File: src/rtl/sw_reset_pkg.sv
// Shared types and constants for the software-reset initiator.
package sw_reset_pkg;

    typedef enum logic [2:0] {
        ST_IDLE,
        ST_PRE_READ,
        ST_WRITE,
        ST_POLL,
        ST_DONE,
        ST_ERROR
    } sw_reset_state_t;

    localparam logic SW_RESET_ADDR  = 1'b0;
    localparam int   SW_RESET_MAX_W = 1024;

    // Wide enough for any supported WIDTH; callers cast down to their width.
    function automatic logic [SW_RESET_MAX_W-1:0] sw_reset_wdata_ones();
        return '1;
    endfunction

endpackage

File: src/rtl/sw_reset_initiator_if.sv
// Avalon-MM port between the initiator and the 1-word software-reset slave.
interface sw_reset_initiator_if #(
    parameter int WIDTH = 32
);
    logic                 master_address;
    logic [WIDTH-1:0]     master_writedata;
    logic [WIDTH/8-1:0]   master_byteenable;
    logic                 master_read;
    logic                 master_write;
    logic                 master_readdata;
    logic                 master_waitrequest;

    modport master (
        output master_address, master_writedata, master_byteenable,
        output master_read, master_write,
        input  master_readdata, master_waitrequest
    );

    modport slave (
        input  master_address, master_writedata, master_byteenable,
        input  master_read, master_write,
        output master_readdata, master_waitrequest
    );
endinterface

File: src/rtl/sw_reset_timeout.sv
// Per-phase timeout counter: clear restarts it, expired flags the all-ones count.
module sw_reset_timeout #(
    parameter int LOG2_TIMEOUT = 12
) (
    input  logic clk,
    input  logic reset,
    input  logic clr,
    input  logic en,
    output logic expired
);
    logic [LOG2_TIMEOUT-1:0] cnt_q;

    always_ff @(posedge clk) begin
        if (reset || clr) begin
            cnt_q <= '0;
        end else if (en) begin
            cnt_q <= cnt_q + LOG2_TIMEOUT'(1);
        end
    end

    assign expired = &cnt_q;
endmodule

File: src/rtl/sw_reset_initiator.sv
// Runs the wait-idle / write / poll handshake against the software-reset slave
// and reports done or error; every output comes straight from a register.
module sw_reset_initiator
    import sw_reset_pkg::*;
#(
    parameter int WIDTH        = 32,
    parameter int LOG2_TIMEOUT = 12,
    parameter int MAX_RETRIES  = 3
) (
    input  logic                  clk,
    input  logic                  reset,
    input  logic                  req,
    output logic                  busy,
    output logic                  done,
    output logic                  error,
    output logic [2:0]            attempts,
    sw_reset_initiator_if.master  m
);
    sw_reset_state_t state_q, state_d;
    logic       read_q, read_d;
    logic       write_q, write_d;
    logic       busy_q, busy_d;
    logic       done_q, done_d;
    logic       error_q, error_d;
    logic [2:0] attempts_q, attempts_d;
    logic       tmr_clr, tmr_en, tmr_expired;
    logic       xfer_ok, timeout, retry;

    // A read only completes while it is actually on the bus, so the idle
    // cycle after a timeout can never be mistaken for a completion.
    assign xfer_ok = read_q & ~m.master_waitrequest;
    assign timeout = tmr_expired & ~xfer_ok;
    assign tmr_en  = (state_q == ST_PRE_READ) || (state_q == ST_POLL);

    sw_reset_timeout #(.LOG2_TIMEOUT(LOG2_TIMEOUT)) u_timeout (
        .clk     (clk),
        .reset   (reset),
        .clr     (tmr_clr),
        .en      (tmr_en),
        .expired (tmr_expired)
    );

    always_comb begin
        state_d    = state_q;
        attempts_d = attempts_q;
        tmr_clr    = 1'b0;
        retry      = 1'b0;
        case (state_q)
            ST_IDLE: begin
                if (req) begin
                    state_d    = ST_PRE_READ;
                    attempts_d = '0;
                    tmr_clr    = 1'b1;
                end
            end
            ST_PRE_READ: begin
                if (xfer_ok)      state_d = ST_WRITE;
                else if (timeout) retry   = 1'b1;
            end
            ST_WRITE: begin
                // The slave stalls for as long as write is held, so a stalled
                // write is withdrawn and the idle check repeated instead.
                tmr_clr = 1'b1;
                state_d = m.master_waitrequest ? ST_PRE_READ : ST_POLL;
            end
            ST_POLL: begin
                if (xfer_ok) begin
                    if (m.master_readdata) state_d = ST_DONE;
                end else if (timeout) begin
                    retry = 1'b1;
                end
            end
            ST_DONE, ST_ERROR: state_d = ST_IDLE;
            default:           state_d = ST_IDLE;
        endcase

        if (retry) begin
            tmr_clr = 1'b1;
            if (attempts_q < 3'(MAX_RETRIES)) begin
                attempts_d = attempts_q + 3'd1;
                state_d    = ST_PRE_READ;
            end else begin
                state_d    = ST_ERROR;
            end
        end

        read_d  = ((state_d == ST_PRE_READ) || (state_d == ST_POLL)) && !retry;
        write_d = (state_d == ST_WRITE);
        busy_d  = (state_d != ST_IDLE);
        done_d  = (state_d == ST_DONE);
        error_d = (state_d == ST_ERROR);
    end

    always_ff @(posedge clk) begin
        if (reset) begin
            state_q    <= ST_IDLE;
            read_q     <= 1'b0;
            write_q    <= 1'b0;
            busy_q     <= 1'b0;
            done_q     <= 1'b0;
            error_q    <= 1'b0;
            attempts_q <= '0;
        end else begin
            state_q    <= state_d;
            read_q     <= read_d;
            write_q    <= write_d;
            busy_q     <= busy_d;
            done_q     <= done_d;
            error_q    <= error_d;
            attempts_q <= attempts_d;
        end
    end

    assign busy     = busy_q;
    assign done     = done_q;
    assign error    = error_q;
    assign attempts = attempts_q;

    assign m.master_address    = SW_RESET_ADDR;
    assign m.master_read       = read_q;
    assign m.master_write      = write_q;
    assign m.master_byteenable = '1;
    assign m.master_writedata  = write_q ? WIDTH'(sw_reset_wdata_ones()) : '0;
endmodule

File: src/flat_wrapper.sv
// flat-port wrapper written by rule: the top's interface ports become plain ports
module sw_reset_initiator_flat import sw_reset_pkg::*;
#(
    parameter int WIDTH        = 32,
    parameter int LOG2_TIMEOUT = 12,
    parameter int MAX_RETRIES  = 3
)
  (clk, reset, req, busy, done, error, attempts, m_master_address, m_master_writedata, m_master_byteenable, m_master_read, m_master_write, m_master_readdata, m_master_waitrequest);
  sw_reset_initiator_if #(.WIDTH(WIDTH)) m_i ();
  input  logic clk;
  input  logic reset;
  input  logic req;
  output logic busy;
  output logic done;
  output logic error;
  output logic [2:0] attempts;
  output wire logic [$bits(m_i.master_address)-1:0] m_master_address;
  output wire logic [$bits(m_i.master_writedata)-1:0] m_master_writedata;
  output wire logic [$bits(m_i.master_byteenable)-1:0] m_master_byteenable;
  output wire logic [$bits(m_i.master_read)-1:0] m_master_read;
  output wire logic [$bits(m_i.master_write)-1:0] m_master_write;
  input wire logic [$bits(m_i.master_readdata)-1:0] m_master_readdata;
  input wire logic [$bits(m_i.master_waitrequest)-1:0] m_master_waitrequest;
  assign m_master_address = m_i.master_address;
  assign m_master_writedata = m_i.master_writedata;
  assign m_master_byteenable = m_i.master_byteenable;
  assign m_master_read = m_i.master_read;
  assign m_master_write = m_i.master_write;
  assign m_i.master_readdata = m_master_readdata;
  assign m_i.master_waitrequest = m_master_waitrequest;
  sw_reset_initiator #(.WIDTH(WIDTH), .LOG2_TIMEOUT(LOG2_TIMEOUT), .MAX_RETRIES(MAX_RETRIES)) u_core (.clk(clk), .reset(reset), .req(req), .busy(busy), .done(done), .error(error), .attempts(attempts), .m(m_i));
endmodule
File: config.mk
export PLATFORM = sky130hd
export DESIGN_NAME = sw_reset_initiator_flat
export DESIGN_NICKNAME = d
export VERILOG_FILES = /design/src/rtl/sw_reset_pkg.sv /design/src/rtl/sw_reset_initiator_if.sv /design/src/rtl/sw_reset_timeout.sv /design/src/rtl/sw_reset_initiator.sv /design/src/flat_wrapper.sv
export SDC_FILE = /design/constraint.sdc
export NUM_CORES = 1
export LEC_CHECK = 0
export ABC_AREA = 1
export BUFFER_PORTS_ARGS = -buffer_cell sky130_fd_sc_hd__buf_2
export CORE_MARGIN = 2
export CORE_UTILIZATION = 41
export DETAILED_ROUTE_END_ITERATION = 10
export PLACE_DENSITY = 0.68
export SLEW_MARGIN = 20
export SYNTH_ARGS = -nofsm -noshare
export SYNTH_HDL_FRONTEND = slang
export SYNTH_SLANG_ARGS = --single-unit
export TNS_END_PERCENT = 30
File: constraint.sdc
create_clock -name clk -period 1.46 [get_ports clk]
set_clock_uncertainty 0.15 [all_clocks]
set_input_delay 0.073 -clock clk [delete_from_list [all_inputs] [get_ports clk]]
set_output_delay 0.073 -clock clk [all_outputs]
set_load 0.02 [all_outputs]
# After elaboration in Yosys (flattened, before gate mapping)
# Cells that the tools add are included.
# W data, S select, Z words.
[op_classes]
n_addsub = 2
n_mux = 19
eq_ne = 8
n_reduce_logical = 9
bitwise = 4
n_lt_le_gt_ge = 1
[ops]
columns = ["cell", "count"]
rows = [
  ["$mux W32", 1],
  ["$mux W3", 10],
  ["$add A12 B1 Y12 const B", 1],
  ["$eq A3 B2 Y1 const B", 4],
  ["$pmux W3 S4", 1],
  ["$reduce_and A12 Y1", 1],
  ["$eq A3 B1 Y1 const B", 2],
  ["$eq A3 B3 Y1 const B", 2],
  ["$mux W1", 5],
  ["$add A3 B1 Y3 const B", 1],
  ["$logic_not A3 Y1", 1],
  ["$logic_or A1 B1 Y1", 3],
  ["$lt A3 B2 Y1 const B", 1],
  ["$reduce_bool A3 Y1", 1],
  ["$and A1 B1 Y1", 2],
  ["$mux W2", 1],
  ["$not A1 Y1", 2],
  ["$pmux W1 S2", 1],
  ["$reduce_or A2 Y1", 1],
  ["$logic_and A1 B1 Y1", 1],
  ["$logic_not A1 Y1", 1],
]
[totals]
inputBits = 5
output_inout_bits = 45
register_bits = 23
wordCells = 51

# Longest topological paths before layout
# Gate-level depths: netlist (run 1).
[depth]
word_depth = 11
mapped_depth = 9
depth_no_buf = 9

# Hierarchy
# From an unflattened synthesis (run 1), not the netlist that was laid out.
[hier_totals]
cells_unflattened = 197
hier_area_um2 = 1386.3
[by_module_without_submodules]
columns = ["mod", "area_each_um2", "cells_per_inst", "n_inst"]
rows = [
  ["sw_reset_initiator", 782.0, 108, 1],
  ["sw_reset_timeout", 604.3, 89, 1],
]

# Least setup slack after synthesis (run 1)
# No wires, ideal clock.
[synth_path]
path_kind = "reg-to-reg"
start = "register u_core.u_timeout.cnt_q[0]"
end = "register u_core.u_timeout.cnt_q[8]"
t_required_ns = 1.195
path_stages_with_launch = 8
setup_slack_ns = -0.037
arrival_time_ns = 1.232
n_path_buf = 1
synth_period_minus_slack_ns = 1.497
cell_sequence = "dfxtp_1 -> ha_1 -> nand2_1 -> nor2_1 -> nand3_2 -> nand3b_4 -> buf_12 -> nor2_2"
[synth_between]
elab_chain_cells = 7
elab_cells_between_ends = 8
cone_classes = "1 x add/sub; 4 x mux; 1 x bitwise; 2 x reduce/logical"
[synth_lines]
columns = ["item", "line_no", "source"]
rows = [
  ["start: declaration", "sw_reset_timeout.sv:11", "logic [LOG2_TIMEOUT-1:0] cnt_q;"],
  ["start signal: assignment", "sw_reset_timeout.sv:17", "cnt_q <= cnt_q + LOG2_TIMEOUT'(1);"],
  ["$reduce_and A12 Y1", "sw_reset_timeout.sv:21", "assign expired = &cnt_q;"],
  ["$and A1 B1 Y1", "sw_reset_initiator.sv:32", "assign timeout = tmr_expired & ~xfer_ok;"],
  ["$mux W1", "sw_reset_initiator.sv:58, sw_reset_initiator.sv:69", ""],
  ["$mux W1", "sw_reset_initiator.sv:67", "if (xfer_ok) begin"],
  ["$mux W1", "n/a", ""],
  ["$mux W1", "sw_reset_initiator.sv:77", "if (retry) begin"],
  ["$logic_or A1 B1 Y1", "sw_reset_timeout.sv:14", "if (reset || clr) begin"],
]
# Several ways; a longest one is shown, not always the timed one.
# A chain may end at the register's enable or synchronous reset.

# Worst setup path in the final report (run 1)
[layout_path]
start = "register u_core.u_timeout.cnt_q[0]"
end = "register u_core.u_timeout.cnt_q[10]"
# The elaborated chain is that of the path after synthesis.

==> results of run 1 <==
==> final timing paths <==
| check | cells after the start | start | end |
|---|---|---|---|
| worst max-delay path | 7 | u_core.u_timeout.cnt_q[0] | u_core.u_timeout.cnt_q[10] |
| worst min register to register | 2 | u_core.u_timeout.cnt_q[6] | u_core.u_timeout.cnt_q[6] |
| worst max register to register | 7 | u_core.u_timeout.cnt_q[0] | u_core.u_timeout.cnt_q[10] |
| worst min-delay path | 4 | m_master_readdata | u_core.m.master_read |
==> final cells by class <==
| class | count | share of cell area [%] |
|---|---|---|
| multi-input combinational | 141 | 45.64 |
| sequential | 23 | 25.34 |
| timing repair buffer | 61 | 18.77 |
| inverter | 23 | 4.625 |
| tap | 48 | 3.217 |
| clock buffer | 4 | 2.413 |
==> through the flow <==
step	TNS, ns	cells	total power (uW)
final	0	300	1304
after global routing	-0.2248	300	1362
after CTS	-0.03040	296	1281
after detailed placement	-0.1247	291	888.2
after global placement	0	291	886.3
after floorplan	0	224	861.7
==> cells by family (layout without fill, tap and decap cells) <==
group	Yosys count	after routing	synth area share [%]
other	2	5	0.4700
buffers and inverters	62	88	24.98
adder cells (fa/ha/maj)	2	2	1.566
XOR/XNOR	4	4	2.193
flip-flops	23	23	28.82
AND/OR/NAND/NOR	115	117	36.49
AO/OA/AOI/OAI	13	13	5.481
==> layout by cell type, fill, tap and decap left out, types with 2 or more instances in the layout <==
cell type  netlist  layout
nand4_1          3       3
inv_2            2       3
buf_2            0      44
clkbuf_8         0       3
a21oi_1          4       4
nand2_1         49      48
xor2_1           3       3
nand2_2          4       5
nor2_4           2       6
o21ai_1          1       2
dfxtp_2          0      10
nor2_1          23      20
nand2_4          2       3
nand3_1         12      11
nand3b_4         1       2
dfxtp_1         23      13
nand3_4          0       2
conb_1           2       5
buf_4           37      16
nor2_2           9       8
nand3_2          5       4
a21oi_2          6       6
inv_1           21      20
==> repair_timing <==
item / in CTS / in global routing
gates cloned: 0 / 2
hold buffers: 1 / 0
buffers inserted: 0 / 2
hold endpoints to repair: 3 / 0
endpoints found under the setup margin: 15 / 22
gates resized for setup: 1 / 24
pin swaps: 1 / 8
==> layer usage <==
| layer | up-vias | routed length [um] | global-route usage (%) |
|---|---|---|---|
| met5 | - | 0 | 0 |
| met1 | 610 | 1410 | 17.00 |
| met4 | 0 | 56 | 6.122 |
| met3 | 5 | 199 | 2.044 |
| li1 | 706 | - | - |
| met2 | 56 | 1497 | 25.25 |
==> registers in the layout, indices dropped and copies added (netlist names) <==
register / cells
u_core.state_q: 3
u_core.u_timeout.cnt_q: 12
u_core.m.master_read: 1
u_core.busy: 1
u_core.done: 1
u_core.attempts: 3
u_core.m.master_write: 1
u_core.error: 1
==> report_power, final <==
group / total [uW] / internal [uW] / switching, uW
registers: 658 / 643 / 14.2
clock network: 399 / 195 / 204
logic: 247 / 86.6 / 161
==> worst register-to-register path: cells and delay by family (launching register included) <==
kind,cells,cell delay [ns]
flip-flops,1,0.36
AND/OR/NAND/NOR,5,0.49
adder cells (fa/ha/maj),1,0.15
XOR/XNOR,1,0.20
==> out/results.ini, run 1 <==
[run_status]
outcome=finished, final reports clean

[routing]
drtIter0Drc=39
drtAntennaViolNets=0
drcViolationCount=0
wl_um=3163
route.detailed.wl_per_inst_um=10.54
num_vias=1377
firstDrtPassIters=4
via_per_inst=4.590

[cts]
cts_tree=yes
cts_buffer_depth=2
insertion_delay_ns=0.27
cts_root_buf=clkbuf_8
clock_sinks=23
cts_max_level=1
clk_pin_slew_ns=0.08
cts_buffers=3

[setup_path]
crit_path_end_kind=register
crit_path_top_delay_cell=dfxtp_2
cp_cell_sequence=ha_4 > nand2_4 > nor2_4 > nand3_2 > nor2_2 > xor2_1 > nor2_2
critPathLaunchType=register
cp_common_cell=nor2_2
r2r_slack_ns=0.03
critical_path_class=reg -> reg
cp_top_family=simple AND/OR/NAND/NOR gates
cp_max_fo=4
path_buf_inv=0
cp.arrival_ns=1.45
critPathRequiredTime_ns=1.48
slowest_delay_ns=0.36

[cells_and_area]
seq_area_um2=473.0
antenna_cells=0
multi_input_area_um2=852.1
fin_nets=260
drive_above_1_share_pct=45.24
synthToLayoutAreaGrowth_pct=16.84
design_area_mm2=0.001867
final_util_pct=50.24
nFillCells=362

[global_route]
first_global_vias=1155
overflow=0
grtUsageTotal_pct=14.27
grt_pass1_wl_um=4857
antenna_found_initial=0
grt_max_degree=34

[power_and_ir_drop]
p_leak_uw=0.0009192
ir_drop_uv=432.3
powerDensity_mw_per_mm2=698.4

[floorplan]
dieArea_mm2=0.004412
placementRows=22
coreArea_mm2=0.003716
dieHeight_um=66.43
ioPinCount=50
die_x_um=66.43
start_util_pct=43.00

[place]
dp_slack_ns=-0.02644
port-buffer-count=44
routabilityCongestion=0.8099
placed_area_mm2=0.001690
hpwl_um=2368

[synthesis]
yosys.area.top_type=dfxtp_1
synthArstFlopShare_pct=0
syn_area_mm2=0.001598
yosysMostFrequentCell=nand2_1
ys_top_cells_by_area=dfxtp_1, buf_4, nand2_1
syn_area_per_cell_um2=7.230
synth-edff-count=0
seq_area_frac_synth_pct=28.82
netlist.area_leader.share_pct=28.82
ys_ff_latch=23
synthCells=221
synth-warning-count=0
synthTopCellsByCount=nand2_1, buf_4, dfxtp_1, nor2_1, inv_1
yosysUniqueCellTypes=29
ys.flop_type=dfxtp_1

[timing]
worst_slack_ns=0.02818
fin_crit_sh_pct=98.07
holdWs_ns=0.02222
final_max_slew_viol_count=0
finalSetupViolations=0
grt_setup_unrepaired=true
max_freq_mhz=698.4
layout_min_cycle_time_ns=1.432
hold_viol_final=0

[min_path]
hp-class=in -> reg

[flow_run]
drv_cap=0

Power figures use the tool's default switching activity.
==> run 2, diff against run 1 <==
CORE_UTILIZATION = 46   (was 41)
PLACE_DENSITY = 0.75   (was 0.68)
==> run 2 against run 1 <==
Compared with the run above:
- combinational power up 6%
- total power down 6.4%
- global-route usage up 2.3 points
- largest power group unchanged
- die area down 10%
- the run now ends with setup timing left
- cell area up 2.7%
- critical path depth unchanged
- clock power down 25%
==> out/results.ini, run 2 (same netlist as run 1, synthesis figures left out) <==
[setup_path]
critPathLaunchType=register
crit_path_top_delay_cell=dfxtp_2
cp_max_fo=4
cp_cell_sequence=ha_4 > nand2_4 > nor2_4 > nand3_4 > nor2_4 > xor2_1 > nor2_2
critPathLaunch=u_core.u_timeout.cnt_q[1]
crit_path_end_kind=register
critPathRequiredTime_ns=1.52
cp_common_cell=nor2_4
crit-reg2reg-launch=u_core.u_timeout.cnt_q[1]
endpoint=u_core.u_timeout.cnt_q[10]
r2r_slack_ns=-0.03
cp.arrival_ns=1.56
ff2ff_path_depth=7
slowest_delay_ns=0.38
critical_path_class=reg -> reg
r2r-end=u_core.u_timeout.cnt_q[10]

[global_route]
grt_pass1_wl_um=5340
grtUsageTotal_pct=16.61
overflow=0
grt_max_degree=34
first_global_vias=1234
antenna_found_initial=0

[power_and_ir_drop]
p_total_uw=1220
p_leak_uw=0.0009338
ir_drop_uv=534.6
powerDensity_mw_per_mm2=636.3

[cells_and_area]
drive_above_1_share_pct=48.45
multi_input_area_um2=869.6
nFillCells=310
antenna_cells=0
fin_nets=266
final_cell_mix=nand2_1, buf_2, buf_4, inv_1, nor2_1
mostFrequentLayoutCell=nand2_1
final_util_pct=57.48
seq_area_um2=475.5
largest_register_ffs=12
synthToLayoutAreaGrowth_pct=20.05
top_register=u_core.u_timeout.cnt_q

[timing]
final_max_slew_viol_count=0
hold_viol_final=0
max_freq_mhz=669.4
holdWs_ns=0.02262
worst_slack_ns=-0.03398
fin_crit_sh_pct=102.3
finalSetupViolations=3
layout_min_cycle_time_ns=1.494
grt_setup_unrepaired=true

[flow_run]
drv_cap=0

[run_status]
outcome=finished with violations
violations=setup timing

[routing]
drtIter0Drc=38
drtAntennaViolNets=0
route.detailed.wl_per_inst_um=11.03
firstDrtPassIters=5
wl_um=3354
drcViolationCount=0
via_per_inst=4.625
num_vias=1406

[cts]
clk_pin_slew_ns=0.13
cts_max_level=1
cts_buffers=3
insertion_delay_ns=0.31
cts_tree=yes
cts_root_buf=clkbuf_4
clock_sinks=23
cts_buffer_depth=2

[floorplan]
start_util_pct=47.88
ioPinCount=50
die_x_um=62.94
coreArea_mm2=0.003337
dieArea_mm2=0.003961
placementRows=21
dieHeight_um=62.94

[place]
routabilityCongestion=0.7996
dp_slack_ns=-0.02279
port-buffer-count=44
hpwl_um=2341

[min_path]
hp-class=in -> reg

-- run 2: changes by cell type in the layout (fill, tap and decap cells not counted), moves of 2 or more --
| cell | change |
|---|---|
| dfxtp_2 | +2 |
| nand2_1 | -2 |
| dfxtp_1 | -2 |
| clkbuf_4 | +3 |
| buf_4 | +7 |
| clkbuf_8 | -3 |
-- run 2: worst max-delay path, delay by kind of cell, from the launching register on --
kind          cells  cell delay, ns
simple gates      5            0.54
xor+xnor          1            0.18
fa+ha+maj         1            0.16
flops             1            0.38
-- run 2: final cells by class --
class,instances,share of cell area [%]
clock buffers,4,1.370
inverters,23,4.501
multi-input cells,140,45.34
flip-flops and latches,23,24.79
well taps,46,3.001
repair buffers,68,21.00
-- run 2: per-stage QoR --
stage / setup TNS [ns] / instance area [um^2] / std cells
after floorplan: 0 / 1618 / 224
after global placement: -0.004452 / 1740 / 296
after detailed placement: -0.1029 / 1740 / 296
after CTS: 0 / 1834 / 302
after global routing: -0.8752 / 1918 / 304
final: -0.05724 / 1918 / 304
-- run 2: what timing repair did --
item	CTS	global route
setup endpoints to repair	19	22
resized for setup	9	23
pin swaps	2	12
buffers inserted	0	2
cloned	1	0
hold buffers	1	0
hold endpoints to repair	3	0
-- run 2: report_power, final --
group | internal, uW | switching [uW]
Sequential | 643 | 13.2
Combinational | 97.6 | 165
Clock | 107 | 195
Total | 848 | 373
-- run 2: worst min-delay path by stage --
| stage | from | end | slack [ns] | cells after the start |
|---|---|---|---|---|
| floorplan | reset | u_core.attempts[2] | -0.008 | 1 |
| global placement | reset | u_core.m.master_write | 0.15 | 2 |
| detailed placement | reset | u_core.attempts[2] | 0.15 | 2 |
| CTS | m_master_readdata | u_core.m.master_read | 0.01 | 4 |
| global route | m_master_waitrequest | u_core.state_q[1] | 0.02 | 4 |
| finish | m_master_waitrequest | u_core.state_q[1] | 0.02 | 4 |
-- run 2: per-layer routing --
metal / track usage, % / vias to the layer above / part of all wire (%)
met5: 0 / - / 0
met4: 5.000 / 0 / 2.0
met3: 3.243 / 10 / 6.1
met2: 29.52 / 55 / 50
met1: 20.02 / 619 / 42
li1: - / 722 / -
